<file path="config.mk">
export PLATFORM = sky130hd
export DESIGN_NAME = sseg_display_arbiter
export DESIGN_NICKNAME = d
export VERILOG_FILES = /design/src/rtl/sseg_display_arbiter.sv
export SDC_FILE = /design/constraint.sdc
export NUM_CORES = 1
export LEC_CHECK = 0
export BUFFER_PORTS_ARGS = -buffer_cell sky130_fd_sc_hd__buf_2
export CAP_MARGIN = 10
export CELL_PAD_IN_SITES_DETAIL_PLACEMENT = 0
export CELL_PAD_IN_SITES_GLOBAL_PLACEMENT = 1
export CORE_MARGIN = 2
export CORE_UTILIZATION = 31
export CTS_BUF_LIST = sky130_fd_sc_hd__clkbuf_16
export DETAILED_ROUTE_END_ITERATION = 10
export PLACE_DENSITY = 0.86
export REMOVE_ABC_BUFFERS = 1
export SLEW_MARGIN = 25
export SYNTH_ARGS = -nofsm -noshare
export SYNTH_HDL_FRONTEND = slang
export SYNTH_SLANG_ARGS = --single-unit
</file>
<file path="constraint.sdc">
create_clock -name clk -period 2 [get_ports clk]
set_input_delay 0.2 -clock clk [delete_from_list [all_inputs] [get_ports clk]]
set_output_delay 0.2 -clock clk [all_outputs]
set_load 0.005 [all_outputs]
</file>
<file path="src/rtl/sseg_display_arbiter.sv">
// Two-requester arbiter for the 8-digit seven-segment display: round-robin on ties,
// minimum-dwell preemption, registered frame to sseg_driver. Optional blank gap: SSEG_ARB_HANDOVER_BLANK_EN.
module sseg_display_arbiter #(
    parameter int unsigned DWELL        = 16,
    parameter int unsigned BLANK_CYCLES = 4
) (
    input  logic        clk,
    input  logic        reset,
    input  logic        req_a,
    input  logic [47:0] frame_a,
    input  logic        req_b,
    input  logic [47:0] frame_b,
    output logic        gnt_a,
    output logic        gnt_b,
    output logic [47:0] frame_out
);

    if (DWELL < 1 || BLANK_CYCLES < 1) begin : g_param_check
        $error("sseg_display_arbiter: DWELL and BLANK_CYCLES must be >= 1");
    end

    localparam int unsigned DW = $clog2(DWELL + 1);
    localparam logic [DW-1:0] DWELL_MAX = DW'(DWELL);

    typedef enum logic [1:0] {
        IDLE     = 2'd0,
        OWN_A    = 2'd1,
        OWN_B    = 2'd2,
        HANDOVER = 2'd3
    } state_t;

    state_t        state;
    logic [DW-1:0] dwell_cnt;
    logic          last_owner;     // 1: B was granted most recently

`ifdef SSEG_ARB_HANDOVER_BLANK_EN
    localparam int unsigned BW = $clog2(BLANK_CYCLES + 1);
    localparam logic [BW-1:0] BLANK_MAX = BW'(BLANK_CYCLES);
    logic [BW-1:0] blank_cnt;
`endif

    logic take_a, take_b, drop_idle, start_blank;

    always_comb begin
        take_a      = 1'b0;
        take_b      = 1'b0;
        drop_idle   = 1'b0;
        start_blank = 1'b0;
        case (state)
            IDLE: begin
                if (req_a && (!req_b || last_owner)) take_a = 1'b1;
                else if (req_b)                      take_b = 1'b1;
            end
            OWN_A: begin
                if (!req_a && !req_b) drop_idle = 1'b1;
                else if (req_b && (!req_a || dwell_cnt == DWELL_MAX)) begin
`ifdef SSEG_ARB_HANDOVER_BLANK_EN
                    start_blank = 1'b1;
`else
                    take_b = 1'b1;
`endif
                end
            end
            OWN_B: begin
                if (!req_a && !req_b) drop_idle = 1'b1;
                else if (req_a && (!req_b || dwell_cnt == DWELL_MAX)) begin
`ifdef SSEG_ARB_HANDOVER_BLANK_EN
                    start_blank = 1'b1;
`else
                    take_a = 1'b1;
`endif
                end
            end
`ifdef SSEG_ARB_HANDOVER_BLANK_EN
            HANDOVER: begin
                // Pending side is the one that was not last granted; fall back to the previous owner.
                if (blank_cnt == BLANK_MAX) begin
                    if (last_owner ? req_a : req_b) begin
                        take_a = last_owner;
                        take_b = !last_owner;
                    end else if (last_owner ? req_b : req_a) begin
                        take_a = !last_owner;
                        take_b = last_owner;
                    end else begin
                        drop_idle = 1'b1;
                    end
                end
            end
`endif
            default: drop_idle = 1'b1;
        endcase
    end

    always_ff @(posedge clk or posedge reset) begin
        if (reset) begin
            state      <= IDLE;
            gnt_a      <= 1'b0;
            gnt_b      <= 1'b0;
            frame_out  <= '0;
            dwell_cnt  <= '0;
            last_owner <= 1'b1;
`ifdef SSEG_ARB_HANDOVER_BLANK_EN
            blank_cnt  <= '0;
`endif
        end else if (take_a) begin
            // dwell_cnt counts owned cycles including the current one
            state      <= OWN_A;
            gnt_a      <= 1'b1;
            gnt_b      <= 1'b0;
            frame_out  <= frame_a;
            dwell_cnt  <= DW'(1);
            last_owner <= 1'b0;
        end else if (take_b) begin
            state      <= OWN_B;
            gnt_a      <= 1'b0;
            gnt_b      <= 1'b1;
            frame_out  <= frame_b;
            dwell_cnt  <= DW'(1);
            last_owner <= 1'b1;
        end else if (drop_idle) begin
            state      <= IDLE;
            gnt_a      <= 1'b0;
            gnt_b      <= 1'b0;
            frame_out  <= '0;
            dwell_cnt  <= '0;
`ifdef SSEG_ARB_HANDOVER_BLANK_EN
        end else if (start_blank) begin
            state      <= HANDOVER;
            gnt_a      <= 1'b0;
            gnt_b      <= 1'b0;
            frame_out  <= '0;
            dwell_cnt  <= '0;
            blank_cnt  <= BW'(1);
`endif
        end else begin
            case (state)
                OWN_A: begin
                    frame_out <= frame_a;
                    if (dwell_cnt != DWELL_MAX) dwell_cnt <= dwell_cnt + DW'(1);
                end
                OWN_B: begin
                    frame_out <= frame_b;
                    if (dwell_cnt != DWELL_MAX) dwell_cnt <= dwell_cnt + DW'(1);
                end
`ifdef SSEG_ARB_HANDOVER_BLANK_EN
                HANDOVER: blank_cnt <= blank_cnt + BW'(1);
`endif
                default: frame_out <= '0;
            endcase
        end
    end

    // unused when the blank gap is compiled out
    logic unused_start_blank;
    assign unused_start_blank = start_blank;

endmodule
</file>
# Yosys cells after proc, flatten, opt, wreduce, memory -nomap -nowiden
# Index checks and enable logic that the tools add are counted.
[word_totals] register_bits=58 elab_cells=57
[op_classes] add_sub_neg=1 eq_ne=4 mux=30 reduce_logical=16
[ops] operator="48-bit two-way mux" count=3
[ops] operator="48-bit case mux with 2 select lines" count=1
[ops] operator="5-bit two-way mux" count=5
[ops] operator="1-bit two-way mux" count=15
[ops] operator="4-bit nonzero test" count=2
[ops] operator="2-bit two-way mux" count=3
[ops] operator="1-bit case mux with 2 select lines" count=3
[ops] operator="5-bit by 1-bit adder with 5-bit output, second input constant" count=1
[ops] operator="5-bit equality test, second input constant" count=1
[ops] operator="5-bit != test, second input constant" count=1
[ops] operator="1-bit logical AND" count=4
[ops] operator="1-bit logical OR" count=3
[ops] operator="3-bit nonzero test" count=1
[ops] operator="2-bit by 1-bit equality test with 1-bit output, second input constant" count=1
[ops] operator="2-bit equality test, second input constant" count=1
[ops] operator="1-bit logical NOT" count=2
[ops] operator="2-bit logical NOT" count=1
[ops] operator="2-bit AND reduction" count=1
[ops] operator="2-bit nonzero test" count=1
[ops] operator="2-bit OR reduction" count=1

# Longest topological paths before layout
[depth] word_depth=8 ltp_mapped=8 depth_no_buf=6

# Worst setup path before layout
# OpenSTA, ideal clock, no wires.
[synth_timing] path_kind="flip-flop to flip-flop" start="register state[0]" end="register frame_out[46]" setup_time_ns=0.130 arrival_ns=1.735 t_required_ns=1.870 setup_slack_ns=0.135 stages_incl_launch_ff=9 path_buffers=2 synth_period_minus_slack_ns=1.865 path_cell_list="dfrtp_1 > inv_1 > ha_1 > o21ba_2 > o21ai_1 > a21o_1 > buf_2 > buf_6 > o221ai_2"
[synth_between] elab_chain_len=6 elab_cells_between_ends=11
[synth_rtl] element="from (decl)" line="32" text="state_t state;"
[synth_rtl] element="from (signal assigned)" line="96" text="state <= IDLE;"
[synth_rtl] element="from (signal assigned)" line="107" text="state <= OWN_A;"
[synth_rtl] element="from (signal assigned)" line="114" text="state <= OWN_B;"
[synth_rtl] element="2-bit equality test / 2-bit by 1-bit equality test with 1-bit output (equally long branches)" line="49, 136"
[synth_rtl] element="2-bit OR reduction (no line)"
[synth_rtl] element="1-bit case mux with 2 select lines" line="49" text="case (state)"
[synth_rtl] element="48-bit two-way mux" line="120" text="end else if (drop_idle) begin"
[synth_rtl] element="48-bit two-way mux" line="113" text="end else if (take_b) begin"
[synth_rtl] element="48-bit two-way mux (*)" line="105" text="end else if (take_a) begin"
[synth_rtl] element="to (signal assigned)" line="110" text="frame_out <= frame_a;"
[synth_rtl] element="to (signal assigned)" line="117" text="frame_out <= frame_b;"
[synth_rtl] element="to (signal assigned)" line="138" text="frame_out <= frame_a;"
[synth_rtl] element="to (decl)" line="15" text="output logic [47:0] frame_out"
# Mark *: on every way between the ends. The rest lies on a longest branch, timed or not.
# A chain may end at the register's enable or synchronous reset.

# Worst setup path in the final report
[layout_timing] start="register state[0]" end="register frame_out[8]"
# Same word-level chain as after synthesis.

==> metrics <==
run status=finished, final reports clean; type of the worst min-delay path=input pin to flop; largest family of logic cells by synthesized area=compound AO/OA/AOI/OAI gates; final wirelength=slightly above 9000 um; post-synthesis register bit count=56; Crit Path Max Fanout=13; Die X=between 100 and 150 um; fraction of the mapped netlist area in simple logic gates=under 10%; initial antenna violation count=1; H-tree levels=2; Initial Util=about a third; Peak VDD IR=0.600 mV; count of cell types in the netlist=31; vias in the first global route=3,048; pwr/cell area=around 1300 nW/um2; drt pass-1 iters=4; Clock Latency Late Sink=~0.29 ns; final instance area=4270 um2; n_diodes=0; Compound-Gate Fraction of Synth Area=about a third; gr ovfl total=0; Worst Hold Depth=3; port bufs=roughly 150; Critical Path Start=state[0]; share of cells above drive strength 1=a little over two fifths; largest net degree at the start of global routing=49; critical path type=flop to flop; Initial DRC Count=110; drt via density=~5; Worst Tran Pin Value=~0.54 ns; Worst setup EP type=flop; chip height=between 100 and 150 um; deepest clock path buffer count=2; Post-Layout Cell Count=601; number of flops mapped to enable cells by yosys=0; Total Die Area=around 11,000 um2; Primary FF master, synth=dfrtp_1; worst r2r dst=frame_out[8]; CP arrival=2.09 ns; Final Max Tran Viols=0; CTS buffer count=5; Mapped Cells=roughly 320; first-pass GRT wire length=roughly 15,000 um; Detail Route Antenna Nets=0; Syn. warnings=0; CTS tree=yes; final core occ=a little over two fifths; HPWL after detailed placement=approximately 6400 um; final setup fails=0; CTS Sinks=56; f_max=531 MHz; Mapped Avg Cell Area=~9.8 um2; Core Region=approximately 10000 um2; # Max-Cap Violations=0; worst endpoint required time=approximately 2.2 ns; most frequent cells in the layout=149 x buf_2, 55 x inv_1, 55 x dfrtp_1; Worst Hold Endpoint=frame_out[11]; Placed Cells=a little under 600; shortest period the worst path allows=around 1.9 ns; XOR/XNOR Fraction of Synth Area=1.12%; max_slew headroom=around 64%; Synth async-reset ratio=between 90% and 100%; vias=roughly 3,000; GP Congestion=0.853; adder-cell share of the synthesized area=2.00%; Final Skew=0.00645 ns; clk slew on worst S/H paths=roughly 0.070 ns; Hold Crit Start=frame_a[11]; Post-DP Area=4050 um2; Post-Synthesis Cell Area=between 3000 and 4000 um2; post-synthesis mux area share=0%; reg2reg setup slack=between 0.1 and 0.15 ns; CP Launch Type=flop; Ports=150; final net count=573; reg2reg path depth=8; Leak=~0.0022 uW; Setup TNS Final=0 ns; Hold Fails Final Rpt=0; Root Buffer=clkbuf_16; Tcrit/Tclk final=between 90% and 100%; r2r startpoint=state[0]; Placement Rows=36; GRT Resource Usage Total=around 16%; commonest non-fill, non-tap cell in the layout=buf_2; post-synthesis sequential area ratio=between 40% and 50%; number of remaining DRC errors=0; area delta synth->final=36.3%; drt wl/cell=around 15 um
## cells by family (layout without fill, tap and decap cells)
kind of cell    Yosys count  after routing
compound gates          109            109
flops                    56             56
buf+inv                  80            227
simple gates             67             67
fa+ha+maj                 5              5
xor+xnor                  4              4
## registers in the layout (all words and copies together), names as in the netlist
register and flops:
dwell_cnt 5, frame_out 48, state 2, last_owner 1
## report_power, final
group          switching [uW]  total, uW  internal (uW)
clock                     391        849            458
combinational            1660       3020           1360
sequential                196       1840           1640
total                    2250       5710           3460
## metrics by stage
stage          setup WS (ns)  hold WS [ns]  power [uW]
2_1_floorplan          -2.40         0.323        3480
3_3_place_gp           0.133         0.272        4660
3_5_place_dp          0.0730         0.284        4720
4_1_cts               0.0496         0.123        5610
5_1_grt              -0.0100         0.127        6180
6_report               0.118         0.128        5710
## worst max path at each step
stage                          endpoint  slack (ns)
after floorplan            frame_out[0]       -2.40
after global placement     frame_out[5]        0.13
after detailed placement   frame_out[4]        0.07
after CTS                  frame_out[4]        0.05
after global routing      frame_out[25]       -0.01
final                      frame_out[8]        0.12
## layer usage
layer / up-vias / track usage, % / part of all wire, %
met2: 119 / 27.5 / 48
li1: 1449 / - / -
met4: 0 / 3.09 / 0.84
met3: 9 / 4.49 / 7.7
met5: - / 0 / 0
met1: 1430 / 21.0 / 43
## synth_stat cells (all sizes together) (2+ instances only)
master / count / area share (%)
dfrtp: 55 / 44
clkbuf: 18 / 2.2
nand4: 2 / 0.40
a21o: 2 / 0.48
nand2: 54 / 6.5
inv: 55 / 6.6
xor2: 3 / 0.84
a22oi: 48 / 12
o21ai: 2 / 0.32
a21oi: 3 / 0.48
nand3: 2 / 0.32
o221ai: 48 / 17
nor2: 3 / 0.36
buf: 7 / 1.8
ha: 5 / 2.0
nand4b: 2 / 0.56
## final cells by class
| class | instances | area (um2) |
|---|---|---|
| Clock buffer | 5 | 125 |
| Sequential cell | 56 | 1400 |
| Inverter | 55 | 206 |
| Tap cell | 133 | 166 |
| Clock inverter | 2 | 12.5 |
| Multi-Input combinational cell | 185 | 1430 |
| Timing Repair Buffer | 165 | 931 |
| Fill cell | 973 | 5500 |
## critical path, cell delays in order, from the launching register on
cell and delay, ns:
dfrtp_1 0.40, inv_1 0.09, ha_1 0.27, o21ba_2 0.24, o21ai_2 0.15, nand4b_1 0.14
buf_4 0.19, clkbuf_16 0.18, o221ai_1 0.15
## repair_timing
item | 4_1_cts | 5_1_grt
hold buffers | 1 | 0
gates resized for setup | 0 | 8
buffers inserted | 0 | 2
hold endpoints to repair | 24 | 0
setup endpoints to repair | 0 | 42
No activity file was read; power rests on OpenSTA's default activity.
